===== src/rtl/univ_shift_reg_n.sv =====
// Universal N-bit shift register: hold, shift right/left with serial fill or
// rotate, parallel load, plus a saturating shift counter with a one-shot done pulse.
module univ_shift_reg_n #(
  parameter int               WIDTH     = 4,
  parameter logic [WIDTH-1:0] RESET_VAL = {WIDTH{1'b0}},
  localparam int              CW        = $clog2(WIDTH + 1)
) (
  input  logic             clk,
  input  logic             rst_n,
  input  logic             en,
  input  logic [1:0]       mode,
  input  logic             rot,
  input  logic             sin_r,
  input  logic             sin_l,
  input  logic [WIDTH-1:0] pin,
  output logic [WIDTH-1:0] pout,
  output logic             sout_r,
  output logic             sout_l,
  output logic [CW-1:0]    cnt,
  output logic             done
);

  typedef enum logic [1:0] {
    MODE_HOLD = 2'b00,
    MODE_SHR  = 2'b01,
    MODE_SHL  = 2'b10,
    MODE_LOAD = 2'b11
  } mode_t;

  localparam logic [CW-1:0] CNT_MAX  = CW'(WIDTH);
  localparam logic [CW-1:0] CNT_LAST = CW'(WIDTH - 1);

  mode_t            mode_e;
  logic [WIDTH-1:0] pout_reg, pout_next;
  logic [CW-1:0]    cnt_reg, cnt_next;
  logic             done_reg, done_next;
  logic [WIDTH-1:0] shr_vec, shl_vec;
  logic             fill_r, fill_l;
  logic             cnt_sat;

  assign mode_e  = mode_t'(mode);
  assign cnt_sat = (cnt_reg == CNT_MAX);

  // Bit entering at each end: serial input, or the bit leaving the opposite end.
  assign fill_r = rot ? pout_reg[0]       : sin_r;
  assign fill_l = rot ? pout_reg[WIDTH-1] : sin_l;

  genvar gi;
  generate
    for (gi = 0; gi < WIDTH; gi++) begin : g_bit
      if (gi == WIDTH - 1) begin : g_msb
        assign shr_vec[gi] = fill_r;
      end else begin : g_shr
        assign shr_vec[gi] = pout_reg[gi+1];
      end
      if (gi == 0) begin : g_lsb
        assign shl_vec[gi] = fill_l;
      end else begin : g_shl
        assign shl_vec[gi] = pout_reg[gi-1];
      end
    end
  endgenerate

  always_comb begin
    pout_next = pout_reg;
    cnt_next  = cnt_reg;
    done_next = 1'b0;
    if (en) begin
      case (mode_e)
        MODE_HOLD: ;
        MODE_SHR, MODE_SHL: begin
          pout_next = (mode_e == MODE_SHR) ? shr_vec : shl_vec;
          if (!cnt_sat) begin
            cnt_next = cnt_reg + CW'(1);
          end
          // Only the WIDTH-1 -> WIDTH transition fires; saturated shifts stay quiet.
          done_next = (cnt_reg == CNT_LAST);
        end
        MODE_LOAD: begin
          pout_next = pin;
          cnt_next  = '0;
        end
        default: ;
      endcase
    end
  end

  always_ff @(posedge clk or negedge rst_n) begin
    if (!rst_n) begin
      pout_reg <= RESET_VAL;
      cnt_reg  <= '0;
      done_reg <= 1'b0;
    end else begin
      pout_reg <= pout_next;
      cnt_reg  <= cnt_next;
      done_reg <= done_next;
    end
  end

  assign pout   = pout_reg;
  assign sout_r = pout_reg[0];
  assign sout_l = pout_reg[WIDTH-1];
  assign cnt    = cnt_reg;
  assign done   = done_reg;

endmodule


===== config.mk =====
export PLATFORM = sky130hd
export DESIGN_NAME = univ_shift_reg_n
export DESIGN_NICKNAME = d
export VERILOG_FILES = /design/src/rtl/univ_shift_reg_n.sv
export SDC_FILE = /design/constraint.sdc
export NUM_CORES = 1
export LEC_CHECK = 0
export CAP_MARGIN = 40
export CORE_AREA = 5 5 42 44
export DETAILED_ROUTE_END_ITERATION = 8
export DIE_AREA = 0 0 47 49
export PLACE_DENSITY = 0.79
export SYNTH_ARGS = -nofsm -noshare
export SYNTH_HDL_FRONTEND = slang
export SYNTH_SLANG_ARGS = --single-unit
export TNS_END_PERCENT = 100

===== constraint.sdc =====
create_clock -name clk -period 2.1 [get_ports clk]
set_input_delay 0.42 -clock clk [delete_from_list [all_inputs] [get_ports clk]]
set_output_delay 0.42 -clock clk [all_outputs]
set_load 0.005 [all_outputs]

Yosys cells after proc, flatten, opt, wreduce, memory -nomap -nowiden
Cells that the tools add are included.
{"block": "op_classes", "addsub": 1, "n_eq_ne": 6, "muxes": 8, "n_reduce_logical": 4}
{"op": "one-hot mux 4 bit (2 select lines)", "count": 1}
{"op": "one-hot mux 3 bit (2 select lines)", "count": 1}
{"op": "== test 2 bit (second input constant)", "count": 2}
{"op": "two-way mux 1 bit", "count": 4}
{"op": "two-way mux 4 bit", "count": 1}
{"op": "adder 3 x 1 -> 3 bit (second input constant)", "count": 1}
{"op": "== test 3 x 2 -> 1 bit (second input constant)", "count": 1}
{"op": "== test 3 bit (second input constant)", "count": 1}
{"op": "two-way mux 3 bit", "count": 1}
{"op": "AND reduction 3 bit", "count": 1}
{"op": "== test 2 x 1 -> 1 bit (second input constant)", "count": 1}
{"op": "!= test 2 bit (second input constant)", "count": 1}
{"op": "AND reduction 2 bit", "count": 1}
{"op": "nonzero test 2 bit", "count": 1}
{"op": "OR reduction 2 bit", "count": 1}
{"block": "word_totals", "ff_bits": 8, "input_bits": 12, "output_inout_bits": 10, "wordCells": 22}

Longest topological paths before layout
{"block": "depth", "word_depth": 4, "depth_mapped": 7, "mapped_depth_nobuf": 6}

Least setup slack after synthesis
Ideal clock, no wire load.
{"block": "synth_timing", "path_kind": "input to register", "from": "input mode[0]", "to": "register cnt_reg[1], in the netlist cnt[1]", "arrival_ns": 1.216, "slack_ns": 0.819, "path_stages": 6, "path_cell_list": "ha_1 buf_6 nand2b_4 nand2b_4 o22ai_2 a22o_1"}
{"block": "synth_via", "elab_chain_len": 4, "word_cells_on_any_way": 8}
{"item": "start, declared", "line_no": "11", "source": "input logic [1:0] mode,"}
{"item": "== test 2 x 1 -> 1 bit / == test 2 bit (equally long branches)", "line_no": "69", "source": "case (mode_e)"}
{"item": "OR reduction 2 bit", "line_no": "69"}
{"item": "!= test 2 bit (no line) / nonzero test 2 bit (equally long branches)"}
{"item": "AND reduction 3 bit (no line)"}
{"item": "end signal, assigned", "line_no": "95", "source": "cnt_reg <= cnt_next;"}
{"item": "end, declared", "line_no": "35", "source": "logic [CW-1:0] cnt_reg, cnt_next;"}
Parallel ways exist; a longest one is shown, timed or not.
A chain may end at the register's enable or synchronous reset.

Worst setup path after layout
{"block": "layout_timing", "from": "input mode[0]", "to": "register cnt_reg[0], in the netlist cnt[0]"}
Same word-level chain as after synthesis.

==> flow_metrics.tcl <==
set metrics [dict create \
    drive_above_1_share_pct 11.0 \
    r2r_slack_ps 800 \
    fin_skew_ps 0.316 \
    dp_hpwl_um 1000 \
    powerDensity_nw_per_um2 840 \
    cts-resized-gates 0 \
    hold_viol 0 \
    portBuffers 21 \
    worst_ep_required_time_ps 2290 \
    synth.avg_cell_area_um2 9.37 \
    overflow 0 \
    rows 14 \
    cts_sinks 8 \
    clockBufferDepth 2 \
    detail_route.wl_per_cell_um 12.7 \
    syn2layout_area_growth_pct 40.0 \
    synth-seq-cells 8 \
    mappedNetlistNets 79 \
    worstSetupEndpointType "register" \
    grt_pass1_vias 482 \
    start_kind "input port" \
    syn-cell-area_um2 572 \
    critPathMaxFanout 5 \
    dieArea_um2 2300 \
    nets 102 \
    cts_made_buffers 3 \
    yosys_warnings 0 \
    fmax_mhz 599 \
    diodes 0 \
    worstMarginPinSlew_ps 351 \
    holdBufCountCts 0 \
    track_usage_pct 12.6 \
    synth_seq_area_share_pct 35.0 \
    synth_top_area_share_pct 35.0 \
    htreeDepth 1 \
    firstDrtPassIters 4 \
    ys_types 22 \
    drt_iter0_markers 13 \
    irDropWorstVdd_mv 0.445 \
    slew_headroom_pct 76.5 \
    period_needed_ps 1670 \
    dieWidth_um 47 \
    utilization_pct 57.1 \
    finalSetupTns_ps 0 \
    antenna_found_initial 0 \
    yosysTopAreaCell "dfrtp_1" \
    vias 496 \
    final.period_utilization_pct 79.5 \
    grt_pass1_wl_um 2110 \
    clk_latency_ps 250 \
    status "completed" \
    synth_area_leaders "dfrtp_1, ha_1, a21oi_1" \
    clkTransAtPathRegs_ps 60 \
    synthCells 61 \
    dieHeight_um 49 \
    critPathKind "in -> reg" \
    min_path_type "in -> async" \
    cp.arrival_ps 1860 \
    grt_max_degree 9 \
    coreArea_um2 1400 \
    ios 22 \
    drv_slew 0 \
    max_cap_violations 0 \
    rsz0062_at_grt "false" \
    drtAntennaViolNets 0 \
    cts-root-buf "clkbuf_4" \
    post_cts_buffers 0 \
    finalSetupViolCount 0 \
    start_util_pct 40.8 \
    largest_reg_flops 4 \
    drt-total-wl_um 1250 \
    drc 0 \
    p_leak_nw 0.372 \
    cts_tree "built" \
    viasPerCell 5.06 \
    gp_congestion 0.720 \
]
## cell type report
class	instances	area, µm²
timing repair buffer	22	218
sequential	8	200
fill	133	601
tap	16	20.0
multi-input combinational	42	314
inverter	7	26.3
clock buffer	3	22.5
## logic make-up after synthesis
logic type / Yosys count / share of synthesized area, %
DFF: 8 / 35.0
muxes: 4 / 7.22
AOI/OAI and AO/OA: 18 / 20.1
buffers and inverters: 11 / 10.1
and+or+nand+nor: 14 / 14.4
adders and majority gates: 6 / 13.1
## metrics by stage
step	hold WS, ps	setup WS [ps]	power [W]	instances	instance area (µm²)
2_1_floorplan	124	819	0.000414	61	572
3_3_place_gp	532	270	0.000553	95	778
3_5_place_dp	570	165	0.000560	95	778
4_1_cts	453	422	0.000676	98	801
5_1_grt	475	331	0.000732	98	801
6_report	436	430	0.000672	98	801
## critical path, stage by stage
cell and delay, ps:
clkdlybuf4s50_1 520, inv_1 60, ha_1 340, o21ai_0 320, a22o_1 200
## routing by layer
layer / global-route usage (%) / part of all wire [%] / vias up
li1: - / - / 247
met1: 16.0 / 43 / 227
met2: 18.6 / 49 / 20
met3: 2.58 / 6.8 / 2
met4: 8.29 / 1.5 / 0
met5: 0 / 0 / -
## worst paths after layout
path / start / endpoint / depth (start not counted)
max in group asynchronous: rst_n / done$_DFF_PN0_ / 1
min: rst_n / pout[0]$_DFFE_PN0P_ / 1
max reg2reg: cnt[0]$_DFFE_PN0P_ / cnt[2]$_DFFE_PN0P_ / 4
min reg2reg: cnt[1]$_DFFE_PN0P_ / cnt[1]$_DFFE_PN0P_ / 1
max: mode[0] / cnt[0]$_DFFE_PN0P_ / 5
min in group clk: cnt[1]$_DFFE_PN0P_ / cnt[1]$_DFFE_PN0P_ / 1
## cell usage after synthesis
cell	count
nand2b_1	1
a211oi_1	1
buf_2	1
and2b_1	1
inv_1	7
nor2_1	4
buf_4	2
o21ai_0	5
and3_1	1
mux2i_1	3
a21oi_1	6
o22ai_2	1
dfrtp_1	8
o21ai_2	1
a22o_1	3
nand2b_4	2
o21ai_1	1
ha_1	6
nand3_1	1
mux2_2	1
buf_6	1
nand2_1	4
## cells in the final DEF (no fill, tap or decap)
cell type / instances
and2b_1: 1
o22ai_2: 1
o21ai_0: 5
mux2i_1: 3
nand2b_4: 2
o21ai_2: 1
nand2b_1: 1
buf_4: 1
a211oi_1: 1
ha_1: 6
nand3_1: 1
clkbuf_4: 3
and3_1: 1
clkdlybuf4s50_1: 21
o21ai_1: 1
a21oi_1: 6
dfrtp_1: 8
mux2_2: 1
nor2_1: 4
inv_1: 7
nand2_1: 4
a22o_1: 3
## report_power, final
part | leakage (nW) | switching, W | total [W] | internal [W]
sequential | 0.0992 | 0.0000533 | 0.000248 | 0.000195
clock | 0.0138 | 0.0000524 | 0.000118 | 0.0000654
combinational | 0.259 | 0.000123 | 0.000307 | 0.000183
total | 0.372 | 0.000229 | 0.000672 | 0.000443
No activity file was read; power rests on OpenSTA's default activity.
